File: src/rtl/sprite_draw_engine_pkg.sv
// Shared definitions for the sprite draw engine.
// Holds the sprite selector codes, the screen geometry, the 3-bit VGA colour
// constants (including the transparent code), the FSM state type and the
// function that defines the sprite bitmaps held in the ROM.
package sprite_draw_engine_pkg;

  typedef enum logic [1:0] {
    SPR_GOLD    = 2'd0,
    SPR_STONE   = 2'd1,
    SPR_DIAMOND = 2'd2,
    SPR_HOOK    = 2'd3
  } spr_sel_e;

  localparam int unsigned SCREEN_W = 160;
  localparam int unsigned SCREEN_H = 120;

  localparam logic [2:0] COL_BLACK  = 3'b000;
  localparam logic [2:0] COL_BLUE   = 3'b001;
  localparam logic [2:0] COL_GREEN  = 3'b010;
  localparam logic [2:0] COL_CYAN   = 3'b011;
  localparam logic [2:0] COL_RED    = 3'b100;
  localparam logic [2:0] TRANSP     = 3'b101;
  localparam logic [2:0] COL_YELLOW = 3'b110;
  localparam logic [2:0] COL_WHITE  = 3'b111;

  typedef enum logic [1:0] {
    S_IDLE  = 2'd0,
    S_DRAW  = 2'd1,
    S_FLUSH = 2'd2,
    S_DONE  = 2'd3
  } state_e;

  // Sprite bitmaps, expressed as a function of (sprite, row, col) so the ROM
  // contents scale with the sprite size:
  //   gold    - solid yellow
  //   stone   - white with rounded (transparent) corners
  //   diamond - cyan/blue checkerboard
  //   hook    - red vertical bar at the centre column plus the bottom row
  function automatic logic [2:0] sprite_pixel(input logic [1:0]  sel,
                                              input int unsigned row,
                                              input int unsigned col,
                                              input int unsigned w,
                                              input int unsigned h);
    logic [2:0] c;
    c = TRANSP;
    case (spr_sel_e'(sel))
      SPR_GOLD:    c = COL_YELLOW;
      SPR_STONE: begin
        if (((row == 0) || (row == h - 1)) && ((col < 2) || (col >= w - 2)))
          c = TRANSP;
        else if (((row == 1) || (row == h - 2)) && ((col == 0) || (col == w - 1)))
          c = TRANSP;
        else
          c = COL_WHITE;
      end
      SPR_DIAMOND: c = (((row + col) & 1) == 0) ? COL_CYAN : COL_BLUE;
      SPR_HOOK:    c = ((col == w / 2) || (row == h - 1)) ? COL_RED : TRANSP;
      default:     c = TRANSP;
    endcase
    return c;
  endfunction

endpackage

File: src/rtl/sprite_draw_engine_if.sv
// Draw handshake and VGA pixel-write bundle between the view controller
// (master) and a sprite draw engine (slave).
//   enable_draw          request level, held until draw_done
//   sprite_sel/obj_x/y   sprite and top-left position, latched at start
//   vga_x/y/colour/plot  pixel-write port, one pixel per cycle
//   busy                 engine drawing or draining
//   draw_done            completion level
interface sprite_draw_engine_if;
  logic       enable_draw;
  logic [1:0] sprite_sel;
  logic [7:0] obj_x;
  logic [6:0] obj_y;
  logic [7:0] vga_x;
  logic [6:0] vga_y;
  logic [2:0] vga_colour;
  logic       vga_plot;
  logic       busy;
  logic       draw_done;

  modport master (
    output enable_draw, sprite_sel, obj_x, obj_y,
    input  vga_x, vga_y, vga_colour, vga_plot, busy, draw_done
  );

  modport slave (
    input  enable_draw, sprite_sel, obj_x, obj_y,
    output vga_x, vga_y, vga_colour, vga_plot, busy, draw_done
  );
endinterface

File: src/rtl/sprite_draw_engine_rom.sv
// sprite_rom: synchronous single-port ROM holding four SPR_W x SPR_H sprites
// of 3-bit colour codes, one-cycle read latency.
//   clk     system clock
//   addr_i  {sprite, row, col}
//   data_o  colour code, valid the cycle after addr_i is presented
// Contents come from the sprite_pixel table in the package, so the array is a
// constant decode that synthesis maps to ROM.
module sprite_rom
  import sprite_draw_engine_pkg::*;
#(
  parameter  int unsigned SPR_W = 8,
  parameter  int unsigned SPR_H = 8,
  localparam int unsigned CW    = $clog2(SPR_W),
  localparam int unsigned RW    = $clog2(SPR_H),
  localparam int unsigned AW    = 2 + RW + CW
) (
  input  logic          clk,
  input  logic [AW-1:0] addr_i,
  output logic [2:0]    data_o
);

  always_ff @(posedge clk) begin
    data_o <= sprite_pixel(addr_i[AW-1 -: 2],
                           32'(addr_i[CW+RW-1:CW]),
                           32'(addr_i[CW-1:0]),
                           SPR_W, SPR_H);
  end

endmodule

File: src/rtl/sprite_draw_engine.sv
// sprite_draw_engine: responder side of the controller draw handshake.
// On a held enable_draw it rasterises one sprite from ROM into the VGA
// pixel-write port in raster order, skipping transparent and off-screen
// pixels, then holds draw_done until the request is dropped.
//   clk, resetn  clock and asynchronous active-low reset
//   bus          sprite_draw_engine_if.slave (request + pixel port)
// Pipeline: address cycle -> ROM/coordinate stage -> output registers, so
// pixel k appears on vga_* two cycles after it is addressed.
module sprite_draw_engine
  import sprite_draw_engine_pkg::*;
#(
  parameter int unsigned SPR_W    = 8,
  parameter int unsigned SPR_H    = 8,
  parameter int unsigned SCREEN_W = sprite_draw_engine_pkg::SCREEN_W,
  parameter int unsigned SCREEN_H = sprite_draw_engine_pkg::SCREEN_H,
  parameter logic [2:0]  TRANSP   = sprite_draw_engine_pkg::TRANSP
) (
  input  logic                 clk,
  input  logic                 resetn,
  sprite_draw_engine_if.slave  bus
);

  localparam int unsigned CW = $clog2(SPR_W);
  localparam int unsigned RW = $clog2(SPR_H);
  localparam int unsigned AW = 2 + RW + CW;

  state_e          state_q, state_d;
  logic [CW-1:0]   col_q, col_d;
  logic [RW-1:0]   row_q, row_d;
  logic [1:0]      sel_q, sel_d;
  logic [7:0]      ox_q, ox_d;
  logic [6:0]      oy_q, oy_d;
  logic            flush_q, flush_d;

  logic            s1_act_q, s1_act_d;
  logic            s1_vis_q, s1_vis_d;
  logic [7:0]      s1_x_q, s1_x_d;
  logic [6:0]      s1_y_q, s1_y_d;

  logic            plot_q, plot_d;
  logic [7:0]      vx_q, vx_d;
  logic [6:0]      vy_q, vy_d;
  logic [2:0]      vc_q, vc_d;

  logic [AW-1:0]   rom_addr;
  logic [2:0]      rom_data;
  logic [8:0]      scr_x;
  logic [7:0]      scr_y;
  logic            on_screen;
  logic            last_pix;
  logic            in_flight;
  logic            abort;

  // Power-of-two sprite sizes make the ROM address a plain concatenation.
  assign rom_addr  = {sel_q, row_q, col_q};

  sprite_rom #(
    .SPR_W (SPR_W),
    .SPR_H (SPR_H)
  ) u_rom (
    .clk    (clk),
    .addr_i (rom_addr),
    .data_o (rom_data)
  );

  // Wide enough that a sprite hanging off the right/bottom edge cannot wrap
  // back on screen.
  assign scr_x     = {1'b0, ox_q} + 9'(col_q);
  assign scr_y     = {1'b0, oy_q} + 8'(row_q);
  assign on_screen = (32'(scr_x) < SCREEN_W) && (32'(scr_y) < SCREEN_H);
  assign last_pix  = (&col_q) && (&row_q);
  assign in_flight = (state_q == S_DRAW) || (state_q == S_FLUSH);
  assign abort     = in_flight && !bus.enable_draw;

  always_comb begin
    state_d = state_q;
    col_d   = col_q;
    row_d   = row_q;
    sel_d   = sel_q;
    ox_d    = ox_q;
    oy_d    = oy_q;
    flush_d = flush_q;
    case (state_q)
      S_IDLE: begin
        if (bus.enable_draw) begin
          state_d = S_DRAW;
          sel_d   = bus.sprite_sel;
          ox_d    = bus.obj_x;
          oy_d    = bus.obj_y;
          col_d   = '0;
          row_d   = '0;
        end
      end
      S_DRAW: begin
        if (!bus.enable_draw) begin
          state_d = S_IDLE;
        end else begin
          col_d = col_q + 1'b1;
          if (&col_q) row_d = row_q + 1'b1;
          if (last_pix) begin
            state_d = S_FLUSH;
            flush_d = 1'b0;
          end
        end
      end
      S_FLUSH: begin
        if (!bus.enable_draw) state_d = S_IDLE;
        else if (flush_q)     state_d = S_DONE;
        else                  flush_d = 1'b1;
      end
      S_DONE: begin
        if (!bus.enable_draw) state_d = S_IDLE;
      end
      default: state_d = S_IDLE;
    endcase
  end

  always_comb begin
    s1_act_d = (state_q == S_DRAW) && bus.enable_draw;
    s1_vis_d = s1_act_d && on_screen;
    s1_x_d   = scr_x[7:0];
    s1_y_d   = scr_y[6:0];
    // An abort kills the pixel leaving stage 1 as well as the one in stage 2.
    plot_d   = s1_vis_q && (rom_data != TRANSP) && !abort;
    vx_d     = s1_act_q ? s1_x_q   : vx_q;
    vy_d     = s1_act_q ? s1_y_q   : vy_q;
    vc_d     = s1_act_q ? rom_data : vc_q;
  end

  always_ff @(posedge clk or negedge resetn) begin
    if (!resetn) begin
      state_q  <= S_IDLE;
      col_q    <= '0;
      row_q    <= '0;
      sel_q    <= '0;
      ox_q     <= '0;
      oy_q     <= '0;
      flush_q  <= 1'b0;
      s1_act_q <= 1'b0;
      s1_vis_q <= 1'b0;
      s1_x_q   <= '0;
      s1_y_q   <= '0;
      plot_q   <= 1'b0;
      vx_q     <= '0;
      vy_q     <= '0;
      vc_q     <= '0;
    end else begin
      state_q  <= state_d;
      col_q    <= col_d;
      row_q    <= row_d;
      sel_q    <= sel_d;
      ox_q     <= ox_d;
      oy_q     <= oy_d;
      flush_q  <= flush_d;
      s1_act_q <= s1_act_d;
      s1_vis_q <= s1_vis_d;
      s1_x_q   <= s1_x_d;
      s1_y_q   <= s1_y_d;
      plot_q   <= plot_d;
      vx_q     <= vx_d;
      vy_q     <= vy_d;
      vc_q     <= vc_d;
    end
  end

  assign bus.vga_x      = vx_q;
  assign bus.vga_y      = vy_q;
  assign bus.vga_colour = vc_q;
  // Gated so the strobe drops in the very cycle the request is withdrawn.
  assign bus.vga_plot   = plot_q && !abort;
  assign bus.busy       = in_flight;
  assign bus.draw_done  = (state_q == S_DONE);

endmodule

File: src/flat_wrapper.sv
// flat-port wrapper written by rule: the top's interface ports become plain ports
module sprite_draw_engine_flat import sprite_draw_engine_pkg::*;
#(
  parameter int unsigned SPR_W    = 8,
  parameter int unsigned SPR_H    = 8,
  parameter int unsigned SCREEN_W = sprite_draw_engine_pkg::SCREEN_W,
  parameter int unsigned SCREEN_H = sprite_draw_engine_pkg::SCREEN_H,
  parameter logic [2:0]  TRANSP   = sprite_draw_engine_pkg::TRANSP
)
  (clk, resetn, bus_enable_draw, bus_sprite_sel, bus_obj_x, bus_obj_y, bus_vga_x, bus_vga_y, bus_vga_colour, bus_vga_plot, bus_busy, bus_draw_done);
  sprite_draw_engine_if bus_i ();
  input  logic clk;
  input  logic resetn;
  input wire logic [$bits(bus_i.enable_draw)-1:0] bus_enable_draw;
  input wire logic [$bits(bus_i.sprite_sel)-1:0] bus_sprite_sel;
  input wire logic [$bits(bus_i.obj_x)-1:0] bus_obj_x;
  input wire logic [$bits(bus_i.obj_y)-1:0] bus_obj_y;
  output wire logic [$bits(bus_i.vga_x)-1:0] bus_vga_x;
  output wire logic [$bits(bus_i.vga_y)-1:0] bus_vga_y;
  output wire logic [$bits(bus_i.vga_colour)-1:0] bus_vga_colour;
  output wire logic [$bits(bus_i.vga_plot)-1:0] bus_vga_plot;
  output wire logic [$bits(bus_i.busy)-1:0] bus_busy;
  output wire logic [$bits(bus_i.draw_done)-1:0] bus_draw_done;
  assign bus_i.enable_draw = bus_enable_draw;
  assign bus_i.sprite_sel = bus_sprite_sel;
  assign bus_i.obj_x = bus_obj_x;
  assign bus_i.obj_y = bus_obj_y;
  assign bus_vga_x = bus_i.vga_x;
  assign bus_vga_y = bus_i.vga_y;
  assign bus_vga_colour = bus_i.vga_colour;
  assign bus_vga_plot = bus_i.vga_plot;
  assign bus_busy = bus_i.busy;
  assign bus_draw_done = bus_i.draw_done;
  sprite_draw_engine #(.SPR_W(SPR_W), .SPR_H(SPR_H), .SCREEN_W(SCREEN_W), .SCREEN_H(SCREEN_H), .TRANSP(TRANSP)) u_core (.clk(clk), .resetn(resetn), .bus(bus_i));
endmodule
File: config.mk
export PLATFORM = sky130hd
export DESIGN_NAME = sprite_draw_engine_flat
export DESIGN_NICKNAME = d
export VERILOG_FILES = /design/src/rtl/sprite_draw_engine_pkg.sv /design/src/rtl/sprite_draw_engine_if.sv /design/src/rtl/sprite_draw_engine_rom.sv /design/src/rtl/sprite_draw_engine.sv /design/src/flat_wrapper.sv
export SDC_FILE = /design/constraint.sdc
export NUM_CORES = 1
export LEC_CHECK = 0
export CAP_MARGIN = 20
export CORE_AREA = 3 3 76 78
export CTS_CLUSTER_SIZE = 16
export DETAILED_ROUTE_END_ITERATION = 8
export DIE_AREA = 0 0 79 81
export PLACE_DENSITY = 0.83
export RECOVER_POWER = 25
export SYNTH_ARGS = -nofsm -noshare
export SYNTH_HDL_FRONTEND = slang
export SYNTH_SLANG_ARGS = --single-unit
File: constraint.sdc
create_clock -name clk -period 5.4 [get_ports clk]
set_input_delay 1.35 -clock clk [delete_from_list [all_inputs] [get_ports clk]]
set_output_delay 1.35 -clock clk [all_outputs]
set_load 0.01 [all_outputs]
==> results.json, run 1 <==
{
  "dp_slack_ns": 1.12,
  "cts_buffers": 9,
  "tightest_slew_ns": 3.13,
  "htree_levels": 3,
  "path_delay_family": "buffers and inverters",
  "synth_ff_type": "dfrtp_1",
  "core_um2": 5140,
  "max_stage_delay_ns": 0.74,
  "worstSkewPairLatency_ns": 0.33,
  "arrival_ns": 2.93,
  "grt.met1_usage": 0.239,
  "powerDensity_nw_per_um2": 560,
  "required_ns": 4.05,
  "cts_tree": "built",
  "post-place-cells": 340,
  "rows": 26,
  "worst_slack_ns": 1.12,
  "finalHoldViolCount": 0,
  "antenna_found_initial": 0,
  "io_buffers": 40,
  "final_util": 0.709,
  "slowest_stage": "clkdlybuf4s50_1",
  "cts_sinks": 65,
  "dieWidth_um": 79,
  "p_leak_nw": 1.65,
  "period_needed_ns": 4.28,
  "drc": 0,
  "layout.cells.non_filler": 355,
  "synth_edf_count": 0,
  "root_buffer": "clkbuf_8",
  "r2r_slack_ns": 3.13,
  "crit_fanout": 12,
  "fill_cells": 390,
  "grt_first_pass_wirelength_mm": 9.04,
  "vias_per_cell": 5.35,
  "violations": "max-capacitance violations, max-slew violations",
  "holdBufCountCts": 0,
  "vias": 1900,
  "cts_setup_buffers": 0,
  "met3_usage": 0.0455,
  "die_area_um2": 6400,
  "critPathLaunchType": "primary input",
  "drtIter0Drc": 89,
  "hold_ws_ns": 0.468,
  "hpwlAfterDp_mm": 3.71,
  "die_h_um": 81,
  "finClkSkew_ns": 0.00844,
  "hold_path.class": "reg2reg",
  "async_reset_ff_frac": 0.954,
  "rsz0062_at_grt": "false",
  "clk_pin_slew_worst_paths_ns": 0.06,
  "critical_path_class": "in2out",
  "status": "finished, violations left",
  "dpl_cell_area_um2": 3450,
  "synth_nets": 276,
  "met2_usage": 0.297,
  "grt_overflow": 0,
  "first_pass_iters": 4,
  "design_area_um2": 3640,
  "maxCapViolCount": 1,
  "setup_viol": 0,
  "ys_warn_count": 0,
  "fin_crit_sh": 0.792,
  "syn_area_um2": 3000,
  "routed_wirelength_mm": 5.12,
  "grt_pass1_vias": 1922,
  "cpMostUsedCell": "clkdlybuf4s50_1",
  "max_slew_margin": -1.09,
  "power_mw": 2.04,
  "finalSetupTns_ns": 0,
  "io_pins": 41,
  "ys_seq_area_frac": 0.536,
  "ir_worst_vdd_mv": 0.305,
  "grt_max_degree": 63,
  "grt.total_usage": 0.189,
  "grt_busiest_layer": "met2",
  "syn_inst": 236,
  "cp_cell_sequence": "clkdlybuf4s50_1 -> nand2b_1 -> and2_1 -> clkdlybuf4s50_1",
  "layout_common_cells": "dfrtp_1 (62), clkdlybuf4s50_1 (39), mux2_2 (18), ha_1 (18), mux2_1 (17)",
  "wire_per_inst_um": 14.4,
  "place.gp.congestion": 0.794,
  "max_freq_mhz": 234,
  "post_cts_resized": 0,
  "start_util": 0.584,
  "crit_buf_inv": 2,
  "end_kind": "primary output",
  "diodes": 0,
  "cts_buffer_depth": 2,
  "ant_nets": 0,
  "drv_slew": 63,
  "layout.nets": 321,
  "synth_cell_types": 43,
  "ys_ff_latch": 65,
  "drive_gt1_frac": 0.137,
  "final_common_cell": "dfrtp_1",
  "area_delta_synth_final_pct": 21.3,
  "synth_area_per_cell_um2": 12.7
}
[area by class of cell]
cell class / instances / area (um2) / area share
inverter: 13 / 48.8 / 0.0134
sequential: 65 / 1610 / 0.442
multi-input combinational: 151 / 1300 / 0.357
timing repair buffer: 41 / 399 / 0.110
clock inverter: 3 / 40.0 / 0.0110
clock buffer: 12 / 155 / 0.0426
tap: 70 / 87.6 / 0.0240
[final timing paths]
check	start	endpoint	cells after the start
max	bus_enable_draw	bus_vga_plot	4
min	u_core.s1_y_q[1]	u_core.bus.vga_y[1]	1
max reg2reg	u_core.row_q[0]	u_core.s1_vis_q	7
min reg2reg	u_core.s1_y_q[1]	u_core.bus.vga_y[1]	1
max in group asynchronous	resetn	u_core.col_q[2]	2
min in group asynchronous	resetn	u_core.bus.vga_y[1]	2
[power by group]
part	total, mW	internal [mW]	switching (mW)
combinational	0.745	0.428	0.317
clock	0.400	0.234	0.166
sequential	0.895	0.718	0.178
[cells in the mapped netlist (all sizes together), types with 5 or more instances]
cell type  instances  share of area
o21ai              8          0.013
nand3              5         0.0083
xor2               7          0.020
a21oi              9          0.015
mux2              35           0.13
inv               13          0.016
nand2             11          0.015
a21o               6          0.015
xnor2              6          0.017
buf                5         0.0083
dfrtp             62           0.52
nor2               9          0.011
a22o               5          0.015
ha                18          0.075
[flip-flops by register name (all words and copies together), names as in the netlist, 3 cells and up]
register,cells
u_core.bus.vga_colour,3
u_core.bus.vga_x,8
u_core.bus.vga_y,7
u_core.col_q,3
u_core.ox_q,8
u_core.oy_q,7
u_core.row_q,3
u_core.s1_x_q,8
u_core.s1_y_q,7
u_core.u_rom.data_o,3
[per-layer routing]
| layer | share of wire | vias up |
|---|---|---|
| met2 | 0.50 | 31 |
| met3 | 0.033 | 10 |
| met1 | 0.44 | 940 |
| li1 | - | 919 |
| met5 | 0 | - |
| met4 | 0.027 | 0 |
[cell families after synthesis]
| family | synth area share |
|---|---|
| compound gates | 0.0979 |
| xor+xnor | 0.0379 |
| fa+ha+maj | 0.0883 |
| buf+inv | 0.0304 |
| flops | 0.536 |
| mux | 0.141 |
| simple gates | 0.0679 |
Note: power is estimated with default switching activity, not from simulation.
==> inputs of run 2 (changes only) <==
CORE_AREA = 3 3 79 81   (was 3 3 76 78)
DIE_AREA = 0 0 82 84   (was 0 0 79 81)
PLACE_DENSITY = 0.77   (was 0.83)
clock period = 4.3 ns   (was 5.4 ns; I/O delays follow)
==> run 2 against run 1 <==
Net effect: non-clock buffer count is 1 higher; the run still ends with max-capacitance violations, max-slew violations left; via count is 0.79% lower; flip-flop and latch count stayed put; cell count is 0.85% higher; clock power is 49% higher; global-route usage is 1.9 points lower; worst hold slack better by 0.0061 ns; worst setup slack worse by 0.27 ns; design area is 1.3% higher; clock skew is 0.0018 ns lower.
==> results.json, run 2 (synthesized netlist as in run 1, its figures left out) <==
{
  "status": "finished, violations left",
  "violations": "max-capacitance violations, max-slew violations",
  "start_util": 0.542,
  "io_pins": 41,
  "drtIter0Drc": 49,
  "antenna_found_initial": 0,
  "cts_buffer_depth": 2,
  "critical_path_class": "in2out",
  "met3_usage": 0.0594,
  "ir_worst_vdd_mv": 0.398,
  "hpwlAfterDp_mm": 3.65,
  "max_freq_mhz": 290,
  "cts_setup_buffers": 0,
  "rsz0062_at_grt": "false",
  "cp_cell_sequence": "clkdlybuf4s50_1 -> nand2b_1 -> and2_1 -> clkdlybuf4s50_1",
  "grt_overflow": 0,
  "period_needed_ns": 3.44,
  "final_common_cell": "dfrtp_1",
  "finalSetupTns_ns": 0,
  "io_buffers": 40,
  "hold_path.class": "reg2reg",
  "worstSkewPairLatency_ns": 0.34,
  "ant_nets": 0,
  "rows": 27,
  "grt.met1_usage": 0.236,
  "die_h_um": 84,
  "wire_per_inst_um": 14.4,
  "cts_buffers": 9,
  "hold_ws_ns": 0.474,
  "clk_pin_slew_worst_paths_ns": 0.07,
  "p_seq_frac": 0.423,
  "grt_busiest_layer": "met2",
  "maxCapViolCount": 1,
  "finalHoldViolCount": 0,
  "first_pass_iters": 4,
  "root_buffer": "clkbuf_8",
  "core_um2": 5540,
  "powerDensity_nw_per_um2": 717,
  "p_switching_mw": 0.837,
  "holdBufCountCts": 0,
  "post-place-cells": 343,
  "htree_levels": 3,
  "die_area_um2": 6890,
  "p_leak_nw": 1.67,
  "layout.nets": 322,
  "worst_slack_ns": 0.855,
  "path_delay_family": "buffers and inverters",
  "vias_per_cell": 5.27,
  "slowest_stage": "clkdlybuf4s50_1",
  "final_util": 0.666,
  "max_slew_margin": -0.418,
  "area_delta_synth_final_pct": 22.8,
  "grt_first_pass_wirelength_mm": 8.87,
  "swShare": 0.316,
  "fin_crit_sh": 0.801,
  "combPwrFrac": 0.353,
  "cpMostUsedCell": "clkdlybuf4s50_1",
  "tightest_slew_ns": 2.13,
  "layout.cells.non_filler": 358,
  "diodes": 0,
  "vias": 1885,
  "arrival_ns": 2.37,
  "place.gp.congestion": 0.822,
  "routed_wirelength_mm": 5.14,
  "power_mw": 2.65,
  "crit_fanout": 2,
  "cts_sinks": 65,
  "fill_cells": 424,
  "cts_tree": "built",
  "post_cts_resized": 0,
  "max_stage_delay_ns": 0.53,
  "met2_usage": 0.243,
  "dp_slack_ns": 0.841,
  "design_area_um2": 3690,
  "critPathLaunchType": "primary input",
  "layout_common_cells": "dfrtp_1 (62), clkdlybuf4s50_1 (39), mux2_2 (18), ha_1 (18), mux2_1 (17)",
  "grt.total_usage": 0.171,
  "grt_max_degree": 42,
  "finClkSkew_ns": 0.00666,
  "drc": 0,
  "dpl_cell_area_um2": 3460,
  "setup_viol": 0,
  "drive_gt1_frac": 0.140,
  "crit_buf_inv": 2,
  "drv_slew": 42,
  "end_kind": "primary output",
  "p_int_mw": 1.81,
  "dieWidth_um": 82,
  "required_ns": 3.22,
  "power.share.clock": 0.224,
  "grt_pass1_vias": 1802
}
==> run 2: final timing paths <==
| kind | from | endpoint | slack (ns) | cells past startpoint |
|---|---|---|---|---|
| worst max register to register | u_core.row_q[0] | u_core.s1_vis_q | 2.07 | 7 |
| max in group asynchronous | resetn | u_core.bus.vga_colour[2] | 1.70 | 2 |
| worst min register to register | u_core.s1_y_q[2] | u_core.bus.vga_y[2] | 0.47 | 1 |
| min in group asynchronous | resetn | u_core.bus.vga_x[5] | 1.35 | 1 |
| worst max-delay path | bus_enable_draw | bus_vga_plot | 0.86 | 4 |
| worst min-delay path | u_core.s1_y_q[2] | u_core.bus.vga_y[2] | 0.47 | 1 |
==> run 2: power by group through the flow <==
stage	combinational, mW	clock [mW]	sequential (mW)
3_5_place_dp	0.941	0	1.14
4_1_cts	0.947	0.606	1.13
6_report	0.933	0.594	1.12
3_3_place_gp	0.914	0	1.13
5_1_grt	1.04	0.633	1.17
2_1_floorplan	0.621	0	1.10
==> run 2: layout make-up <==
type / count / area, um2 / share of cell area
flip-flops and latches: 65 / 1610 / 0.437
clock buffers: 13 / 169 / 0.0458
multi-input cells: 151 / 1300 / 0.353
well taps: 72 / 90.1 / 0.0244
repair buffers: 42 / 409 / 0.111
inverters: 13 / 48.8 / 0.0132
clock inverters: 2 / 60.1 / 0.0163
==> run 2: layer usage <==
| layer | up-vias | share of wire | routed length, um |
|---|---|---|---|
| met5 | - | 0 | 0 |
| met4 | 0 | 0.017 | 90 |
| met3 | 10 | 0.044 | 224 |
| met2 | 34 | 0.46 | 2360 |
| met1 | 917 | 0.48 | 2470 |
| li1 | 924 | - | - |
==> inputs of run 3 (changes only) <==
CORE_AREA = 3 3 83 85   (was 3 3 79 81)
DIE_AREA = 0 0 86 88   (was 0 0 82 84)
PLACE_DENSITY = 0.73   (was 0.77)
clock period = 3 ns   (was 4.3 ns; I/O delays follow)
==> run 3 against run 2 <==
Net effect: the run still ends with max-capacitance violations, max-slew violations left; core utilization is 8.8 points lower; highest routed layer unchanged; clock skew decreased by 0.00078 ns; sequential share of layout area increased by 0.77 points; critical path depth unchanged.
==> results.json, run 3 (synthesized netlist as in run 1, its figures left out) <==
{
  "hpwlAfterDp_mm": 3.81,
  "p_leak_nw": 1.64,
  "max_freq_mhz": 357,
  "finClkSkew_ns": 0.00588,
  "violations": "max-capacitance violations, max-slew violations",
  "ant_nets": 0,
  "cts_tree": "built",
  "powerDensity_nw_per_um2": 984,
  "setup_viol": 0,
  "end_kind": "primary output",
  "cts_buffer_depth": 2,
  "vias": 1906,
  "area_delta_synth_final_pct": 20.7,
  "drtIter0Drc": 48,
  "ir_worst_vdd_mv": 0.504,
  "dieWidth_um": 86,
  "final_common_cell": "dfrtp_1",
  "hold_path.class": "reg2reg",
  "max_slew_margin": -0.117,
  "required_ns": 2.25,
  "grt_max_degree": 33,
  "fin_crit_sh": 0.933,
  "status": "finished, violations left",
  "crit_fanout": 2,
  "critPathLaunchType": "primary input",
  "io_pins": 41,
  "tightest_slew_ns": 1.68,
  "cts_setup_buffers": 0,
  "finalSetupTns_ns": 0,
  "grt_pass1_vias": 1836,
  "grt.total_usage": 0.150,
  "root_buffer": "clkbuf_8",
  "io_buffers": 40,
  "start_util": 0.479,
  "first_pass_iters": 4,
  "layout.nets": 322,
  "grt_overflow": 0,
  "worstSkewPairLatency_ns": 0.32,
  "htree_levels": 3,
  "design_area_um2": 3630,
  "place.gp.congestion": 0.885,
  "wire_per_inst_um": 14.4,
  "period_needed_ns": 2.80,
  "holdBufCountCts": 0,
  "maxCapViolCount": 1,
  "drc": 0,
  "antenna_found_initial": 0,
  "cts_sinks": 65,
  "arrival_ns": 2.05,
  "die_area_um2": 7570,
  "routed_wirelength_mm": 5.23,
  "diodes": 0,
  "vias_per_cell": 5.24,
  "finalHoldViolCount": 0,
  "critical_path_class": "in2out",
  "rows": 29,
  "drive_gt1_frac": 0.129,
  "rsz0062_at_grt": "false",
  "post_cts_resized": 0,
  "layout_common_cells": "dfrtp_1 (62), clkdlybuf4s50_1 (39), mux2_2 (18), ha_1 (18), mux2_1 (17)",
  "grt_first_pass_wirelength_mm": 8.65,
  "cts_buffers": 9,
  "core_um2": 6280,
  "clk_pin_slew_worst_paths_ns": 0.06,
  "drv_slew": 33,
  "die_h_um": 88,
  "dpl_cell_area_um2": 3480
}
==> run 3: per-layer routing <==
layer	vias to the layer above	routed length (um)	part of all wire	track usage
met5	-	0	0	0
met4	0	76	0.015	0.0604
met3	7	167	0.032	0.0414
met2	25	2520	0.48	0.237
met1	949	2470	0.47	0.196
li1	925	-	-	-
==> run 3: power by group <==
| group | switching, mW | total [mW] | internal (mW) | leakage, nW |
|---|---|---|---|---|
| registers | 0.320 | 1.61 | 1.29 | 0.772 |
| logic | 0.568 | 1.34 | 0.770 | 0.782 |
| clock network | 0.297 | 0.620 | 0.323 | 0.0817 |
| total | 1.18 | 3.57 | 2.38 | 1.64 |
==> run 3: worst max-delay path, stage by stage <==
cell and delay (ns):
clkdlybuf4s50_1 0.48, nand2b_1 0.15, and2_1 0.13, clkdlybuf4s50_1 0.54
==> run 3: worst paths after layout <==
path | startpoint | endpoint | cells past startpoint | slack, ns
worst max-delay path | bus_enable_draw | bus_vga_plot | 4 | 0.20
worst min register to register | u_core.s1_y_q[6] | u_core.bus.vga_y[6] | 1 | 0.47
worst max register to register | u_core.row_q[0] | u_core.s1_vis_q | 7 | 0.71
worst min-delay path | u_core.s1_y_q[6] | u_core.bus.vga_y[6] | 1 | 0.47
min in group asynchronous | resetn | u_core.bus.vga_y[2] | 1 | 0.85
max in group asynchronous | resetn | u_core.s1_x_q[3] | 2 | 0.63
==> run 3: stage by stage <==
| step | setup WS (ns) | total power, mW | hold WS (ns) | std cells | util |
|---|---|---|---|---|---|
| after floorplan | 0.916 | 2.46 | 0.454 | 236 | - |
| after global placement | 0.198 | 2.93 | 0.458 | 348 | 0.555 |
| after detailed placement | 0.175 | 3.00 | 0.465 | 348 | 0.555 |
| after CTS | 0.175 | 3.62 | 0.479 | 364 | 0.580 |
| after global routing | 0.130 | 3.85 | 0.494 | 364 | 0.578 |
| final | 0.200 | 3.57 | 0.474 | 364 | 0.578 |
==> run 3: layout make-up <==
class,instances,area [um2]
multi-input cells,151,1300
well taps,77,96.3
clock buffers,15,156
fillers,518,2650
repair buffers,42,407
flip-flops and latches,65,1610
clock inverters,1,5.00
inverters,13,48.8
